--- src/rtl/logistic_pkg.sv ---
// logistic_pkg: shared widths, FSM state encoding and default seed for the logistic-map scheduler
package logistic_pkg;
  localparam int DW  = 17;
  localparam int MUW = 18;
  localparam int CW  = 9;
  localparam logic [DW-1:0] DEFAULT_SEED = 17'h10240;
  typedef enum logic [1:0] {
    IDLE = 2'd0,
    LOAD = 2'd1,
    RUN  = 2'd2,
    FIN  = 2'd3
  } state_e;
endpackage

--- src/rtl/logistic_step.sv ---
// logistic_step: one combinational logistic-map step f(x) = mu * x * (1 - x) in unsigned fixed point
module logistic_step
  import logistic_pkg::*;
(
  input  logic [DW-1:0]  x_i,
  input  logic [MUW-1:0] mu_i,
  output logic [DW-1:0]  f_o
);
  logic [DW:0]       comp;
  logic [2*DW:0]     term;
  logic [DW:0]       t;
  logic [MUW+DW:0]   prod;
  // 1 - x is formed one bit wider so that x = 0 yields the full-scale value 2^DW
  assign comp = {1'b1, {DW{1'b0}}} - {1'b0, x_i};
  assign term = {{(DW+1){1'b0}}, x_i} * {{DW{1'b0}}, comp};
  assign t    = (DW+1)'(term >> (DW-1));
  assign prod = {{(DW+1){1'b0}}, mu_i} * {{MUW{1'b0}}, t};
  // the top product bit is dropped on purpose: the result wraps rather than saturates
  assign f_o  = DW'(prod >> MUW);
endmodule

--- src/rtl/logistic_scheduler.sv ---
// logistic_scheduler: shares one logistic step unit round-robin across LANES trajectories
module logistic_scheduler
  import logistic_pkg::*;
#(
  parameter int LANES = 4
) (
  input  logic                     CLK,
  input  logic                     RST,
  input  logic                     start,
  input  logic [CW-1:0]            times,
  input  logic [MUW-1:0]           mu,
  input  logic [DW-1:0]            seed_base,
  output logic                     busy,
  output logic                     done,
  output logic [CW-1:0]            iter_count,
  input  logic [$clog2(LANES)-1:0] rd_lane,
  output logic [DW-1:0]            rd_data
);
  localparam int PW = $clog2(LANES);
  localparam logic [PW-1:0] LAST = PW'(LANES - 1);
  state_e         state_q, state_d;
  logic [PW-1:0]  ptr_q, ptr_d;
  logic [CW-1:0]  iter_q, iter_d;
  logic [CW-1:0]  times_q;
  logic [MUW-1:0] mu_q;
  logic [DW-1:0]  seed_q;
  logic [DW-1:0]  lane_q [LANES];
  logic [DW-1:0]  step_f, lane_wd;
  logic           lane_we, accept;
  logistic_step u_step (
    .x_i  (lane_q[ptr_q]),
    .mu_i (mu_q),
    .f_o  (step_f)
  );
  assign lane_wd    = (state_q == LOAD) ? seed_q + DW'(ptr_q) : step_f;
  assign busy       = (state_q == LOAD) || (state_q == RUN);
  assign done       = (state_q == FIN);
  assign iter_count = iter_q;
  assign rd_data    = lane_q[rd_lane];
  // sequencing: accept start in IDLE, seed lanes, iterate rounds, then a single done cycle
  always_comb begin
    state_d = state_q;
    ptr_d   = ptr_q;
    iter_d  = iter_q;
    lane_we = 1'b0;
    accept  = 1'b0;
    case (state_q)
      IDLE: if (start) begin
        accept  = 1'b1;
        ptr_d   = '0;
        iter_d  = '0;
        state_d = LOAD;
      end
      LOAD: begin
        lane_we = 1'b1;
        ptr_d   = ptr_q + PW'(1);
        if (ptr_q == LAST) state_d = (times_q != '0) ? RUN : FIN;
      end
      RUN: begin
        lane_we = 1'b1;
        ptr_d   = ptr_q + PW'(1);
        if (ptr_q == LAST) begin
          iter_d  = iter_q + CW'(1);
          state_d = (iter_q + CW'(1) == times_q) ? FIN : RUN;
        end
      end
      default: state_d = IDLE;
    endcase
  end
  // control registers and the run parameters captured at an accepted start
  always_ff @(posedge CLK or negedge RST) begin
    if (!RST) begin
      state_q <= IDLE;
      ptr_q   <= '0;
      iter_q  <= '0;
      times_q <= '0;
      mu_q    <= '0;
      seed_q  <= '0;
    end else begin
      state_q <= state_d;
      ptr_q   <= ptr_d;
      iter_q  <= iter_d;
      if (accept) begin
        times_q <= times;
        mu_q    <= mu;
        seed_q  <= seed_base;
      end
    end
  end
  // lane state: the lane under the pointer takes its seed or its next iterate
  always_ff @(posedge CLK or negedge RST) begin
    if (!RST) begin
      for (int i = 0; i < LANES; i++) lane_q[i] <= '0;
    end else if (lane_we) begin
      lane_q[ptr_q] <= lane_wd;
    end
  end
endmodule

--- config.mk ---
export PLATFORM = sky130hd
export DESIGN_NAME = logistic_scheduler
export DESIGN_NICKNAME = d
export VERILOG_FILES = /design/src/rtl/logistic_pkg.sv /design/src/rtl/logistic_step.sv /design/src/rtl/logistic_scheduler.sv
export SDC_FILE = /design/constraint.sdc
export NUM_CORES = 2
export LEC_CHECK = 0
export BUFFER_PORTS_ARGS = -buffer_cell sky130_fd_sc_hd__buf_2
export CORE_ASPECT_RATIO = 2
export CORE_UTILIZATION = 65
export DETAILED_ROUTE_END_ITERATION = 6
export PLACE_DENSITY = 0.83
export SLEW_MARGIN = 20
export SYNTH_ARGS = -nofsm -noshare
export SYNTH_HDL_FRONTEND = slang
export SYNTH_SLANG_ARGS = --single-unit
--- constraint.sdc ---
create_clock -name CLK -period 32.4 [get_ports CLK]
set_input_delay 4.86 -clock CLK [delete_from_list [all_inputs] [get_ports CLK]]
set_output_delay 4.86 -clock CLK [all_outputs]
set_load 0.01 [all_outputs]
-- After elaboration in Yosys (flattened, before gate mapping)
Index checks and enable logic that the tools add are counted.
- flip-flop bits (word level): 125
- output and inout port bits: 28
- logic and storage cells: 63
- add/subtract/negate cells: 4
- $mul: 2
- magnitude comparators: 3
- equal/unequal tests: 8
- muxes and demuxes: 24
- bitwise operators: 2
- reductions and logical operators: 10
- operators by type and width (operator ; count):
    2-to-1 mux 17 bit ; 6
    binary-select mux 17 bit (select 2 bit) ; 2
    bitwise mux 68 bit ; 1
    multiplier 18 x 18 -> 35 bit ; 1
    demux 17 bit (select 2 bit) ; 1
    multiplier 17 x 18 -> 34 bit ; 1
    2-to-1 mux 9 bit ; 2
    case mux 9 bit (2 select lines) ; 1
    subtractor 18 x 17 -> 18 bit (first input constant) ; 1
    adder 17 x 2 -> 17 bit ; 1
    adder 9 x 1 -> 9 bit (second input constant) ; 1
    equality test 9 bit ; 1
    nonzero test 9 bit ; 1
    2-to-1 mux 2 bit ; 4
    equality test 2 bit (second input constant) ; 3
    greater-or-equal comparator 3 bit (second input constant) ; 2
    inverter 2 -> 3 bit ; 2
    case mux 2 bit (3 select lines) ; 1
    AND reduction 3 bit ; 2
    2-to-1 mux 1 bit ; 5
    != test 2 x 1 -> 1 bit (second input constant) ; 2
    case mux 2 bit (2 select lines) ; 1
    nonzero test 2 bit ; 2
    < comparator 3 x 1 -> 1 bit (second input constant) ; 1
    8 further kinds ; 8

-- Logic depth before layout (Yosys ltp)
- word-level depth: 9
- mapped depth: 56

-- By module
From an unflattened synthesis, not the netlist that was laid out.
- cell total of the unflattened synthesis: 2974
- area total of the unflattened synthesis: 27876.7 µm²
- modules (own cells, without submodules) (module ; instances ; cells an instance ; area an instance (µm²) ; sequential area each (µm²)):
    logistic_step ; 1 ; 2462 ; 21453.1 ; 0.0
    logistic_scheduler ; 1 ; 512 ; 6423.7 ; 3128.0

-- Worst setup path after synthesis
OpenSTA, ideal clock, no wires.
- kind: register to register
- start: register ptr_q[1]
- end: register lane_q[65] (netlist name)
- library setup time: 0.134 ns
- data arrival time: 14.259 ns
- required time: 32.266 ns
- setup slack: 18.007 ns
- cell stages (with the launch flop): 55
- path buffers: 4
- path through: dfrtp_1 > buf_6 > buf_2 > mux2i_1 > nand2_1 > o21ai_1 > inv_1 > or4_1 > or3_1 > or2_2 > or3_1 > inv_1 > ha_1 > clkbuf_1 > nor2_1 > fa_1 > inv_1 > fa_1 > [... 19 more ...] > fa_1 > inv_1 > fa_1 > fa_1 > fa_1 > inv_1 > fa_1 > inv_1 > ha_1 > a21oi_1 > o21ai_0 > a211oi_1 > o21bai_1 > a21oi_1 > a21boi_0 > or3_1 > a31oi_1 > a21oi_1
- cells in the longest elaborated chain, start to end: 9
- elaborated cells between the ends (all ways): 15
- classes of those cells: add/sub: 2; mul: 2; order compare: 2; mux: 7; bitwise: 1; reduce/logical: 1
- ends and longest elaborated chain (element ; line ; source):
    start: declaration ; logistic_scheduler.sv:22 ; logic [PW-1:0] ptr_q, ptr_d;
    start signal: assignment ; logistic_scheduler.sv:81 ; ptr_q <= ptr_d;
    inverter 2 -> 3 bit (implied by the code) ; logistic_scheduler.sv:31, logistic_scheduler.sv:95 ;
    binary-select mux 17 bit (select 2 bit) ; logistic_scheduler.sv:31 ; .x_i (lane_q[ptr_q]),
    2-to-1 mux 17 bit (implied by the code) (2 in series) ; logistic_scheduler.sv:31 ;
    subtractor 18 x 17 -> 18 bit ; logistic_step.sv:14 ; assign comp = {1'b1, {DW{1'b0}}} - {1'b0, x_i};
    multiplier 17 x 18 -> 34 bit ; logistic_step.sv:15 ; assign term = {{(DW+1){1'b0}}, x_i} * {{DW{1'b0}}, comp};
    multiplier 18 x 18 -> 35 bit ; logistic_step.sv:17 ; assign prod = {{(DW+1){1'b0}}, mu_i} * {{MUW{1'b0}}, t};
    2-to-1 mux 17 bit ; logistic_scheduler.sv:35 ; assign lane_wd = (state_q == LOAD) ? seed_q + DW'(ptr_q) : step_f;
    bitwise mux 68 bit * ; logistic_scheduler.sv:95 ; lane_q[ptr_q] <= lane_wd;
    end signal: indexed assignment ; logistic_scheduler.sv:95 ;
    end: declaration ; logistic_scheduler.sv:27 ; logic [DW-1:0] lane_q [LANES];
Mark *: on every way between the ends. The rest lies on a longest branch, timed or not. The select of a mux whose other input is x is not followed.
A chain may end at the register's enable or synchronous reset.

-- Final worst setup path
- start: register ptr_q[1]
- end: register lane_q[49] (netlist name)
The elaborated chain is that of the path after synthesis.

==> impl_metrics.json <==
{
  "status": "finished, final reports clean",
  "grt_pass1_wl_um": 123000,
  "rsz0062_at_grt": "false",
  "drc": 0,
  "place_hpwl_um": 60700,
  "cts_made_buffers": 17,
  "slew_headroom_pct": 23.4,
  "async_flop_share_pct": 100,
  "yosys.area.top_type_share_pct": 36.6,
  "num_vias": 20900,
  "clk_pin_slew_worst_paths_ps": 60,
  "antenna_found_initial": 3,
  "final.fill_count": 3050,
  "cts_setup_buffers": 0,
  "first_pass_iters": 6,
  "cts_tree": "yes",
  "drv_slew": 0,
  "fin_worst_skew_ps": 12.7,
  "rows": 104,
  "synth-main-ff-cell": "dfrtp_1",
  "setup_slack_ps": 15110,
  "first_iter_violations": 1358,
  "maxCapViolations": 0,
  "worstSkewPairLatency_ps": 430,
  "period_minus_slack_ps": 17290,
  "hp-class": "reg2reg",
  "placed_area_sq_mm": 0.0276,
  "grt_overflow": 0,
  "synth.most_common_cell": "inv_1",
  "ys.warnings.count": 0,
  "grt-busiest-layer": "met2",
  "viasPerCell": 5.99,
  "syn_inst": 2927,
  "met2_usage_pct": 69.8,
  "end_kind": "register",
  "place.gp.congestion": 1.01,
  "yosysTopAreaCell": "fa_1",
  "synth_edf_count": 0,
  "fin_setup_tns_ps": 0,
  "dieWidth_um": 146,
  "final_cells": 3482,
  "synth_cell_types": 65,
  "fin_nets": 3711,
  "fin_crit_sh_pct": 53.4,
  "cp_max_fo": 19,
  "die_area_sq_mm": 0.0421,
  "worstPathArrival_ps": 17650,
  "grt_util_met3_pct": 7.97,
  "final_area_sq_mm": 0.0282,
  "first_global_vias": 23500,
  "cts_hold_buf": 0,
  "grt_max_degree": 88,
  "fmax_mhz": 57.8,
  "area_growth_syn_to_layout_pct": 5.37,
  "gr-usage-met1_pct": 36.0,
  "setup_viol": 0,
  "drtAntennaViolNets": 0,
  "start_util_pct": 66.2,
  "htreeDepth": 4,
  "post-place-ws_ps": 15390,
  "hold_violations": 0,
  "die_y_um": 289,
  "syn_area_sq_mm": 0.0268,
  "crit_top_cell": "fa_1",
  "slowest_stage": "o21ba_1",
  "worst_slew_pin_slew_ps": 1150,
  "core_sq_mm": 0.0405,
  "wirelength_um": 77100,
  "worstPathRequired_ps": 32760,
  "wl_per_cell_um": 22.2,
  "place_inst": 3448,
  "start_kind": "register",
  "cts_buffer_depth": 2,
  "ys_seq_elements": 125,
  "worst_path_largest_cell_delay_ps": 880,
  "io_buffers": 76,
  "synth_area_leaders": "fa_1 (37%), dfrtp_1 (12%), ha_1 (11%)",
  "io_pins": 77,
  "grt_usage_pct": 39.0,
  "yosysSeqAreaShare_pct": 11.7,
  "clock-sinks": 125,
  "synth_common_cells": "inv_1 (628), fa_1 (490), nand2_1 (338)",
  "crit_type": "reg2reg",
  "post_cts_resized": 0,
  "cts_root_buf": "clkbuf_16",
  "r2r_slack_ps": 15110,
  "drive_gt1_share_pct": 8.74,
  "avgSynthCellArea_sq_um": 9.15
}
[final timing paths]
check | start | end | cells after the start
setup / recovery | ptr_q[1] | lane_q[49] | 51
hold / removal | lane_q[47] | lane_q[47] | 2
setup reg to reg | ptr_q[1] | lane_q[49] | 51
hold reg to reg | lane_q[47] | lane_q[47] | 2
max in group asynchronous | RST | lane_q[16] | 2
min in group asynchronous | RST | times_q[2] | 1
[placed cells by master (no fill, tap or decap), types with 18 or more instances in the layout]
cell        n
ha_1      233
mux2i_1    24
inv_1     628
a21oi_1    39
a21o_1     24
mux2_2     65
buf_2      75
mux4_2     24
nand2_1   337
buf_4      28
xnor2_1    36
fa_1      490
nand3_1    20
nand2b_1  142
o21ai_0    94
a31oi_1    18
dfrtp_1   125
nor2b_1    20
and2_1    135
nor2_1    153
[registers in the layout, indices dropped and copies added, names as in the netlist]
| signal | flops |
|---|---|
| seed_q | 17 |
| times_q | 9 |
| lane_q | 68 |
| mu_q | 18 |
| ptr_q | 2 |
| state_q | 2 |
| iter_count | 9 |
[metrics by stage]
step | util (%) | hold WS [ps]
after floorplan | - | 461
after global placement | 68.2 | 474
after detailed placement | 68.2 | 495
after CTS | 69.6 | 514
after global routing | 69.7 | 541
final | 69.7 | 515
[per-layer routing]
metal	wire, um	vias to the layer above	part of all wire [%]
li1	-	8936	-
met1	22300	10400	29
met2	40000	1044	52
met3	5650	450	7.3
met4	9180	0	12
met5	0	-	0
[cell type report]
type | instances | area (sq um) | share of cell area (%)
diodes | 1 | 2.50 | 0.00887
clock buffers | 18 | 429 | 1.52
repair buffers | 104 | 597 | 2.12
inverters | 631 | 2370 | 8.40
well taps | 530 | 663 | 2.35
clock inverters | 14 | 138 | 0.488
multi-input cells | 2059 | 20900 | 74.0
flip-flops and latches | 125 | 3130 | 11.1
[kinds of logic after synthesis]
logic type / share of synthesized area (%)
flip-flops: 11.7
other: 0.0280
AND/OR/NAND/NOR: 16.0
adder cells (fa/ha/maj): 47.6
XOR/XNOR: 1.90
AO/OA/AOI/OAI: 6.20
multiplexers: 5.82
buffers and inverters: 10.8
[worst max-delay path: cells and delay by family (launching register included)]
family	cells	cell delay [ps]
compound gates	16	4830
mux	3	1080
fa+ha+maj	15	7190
flops	1	780
buf+inv	10	1220
simple gates	7	2060
Power is left out: the tool's default activity adds up to more than one toggle a clock period on the data nets, which glitch-free logic cannot reach.
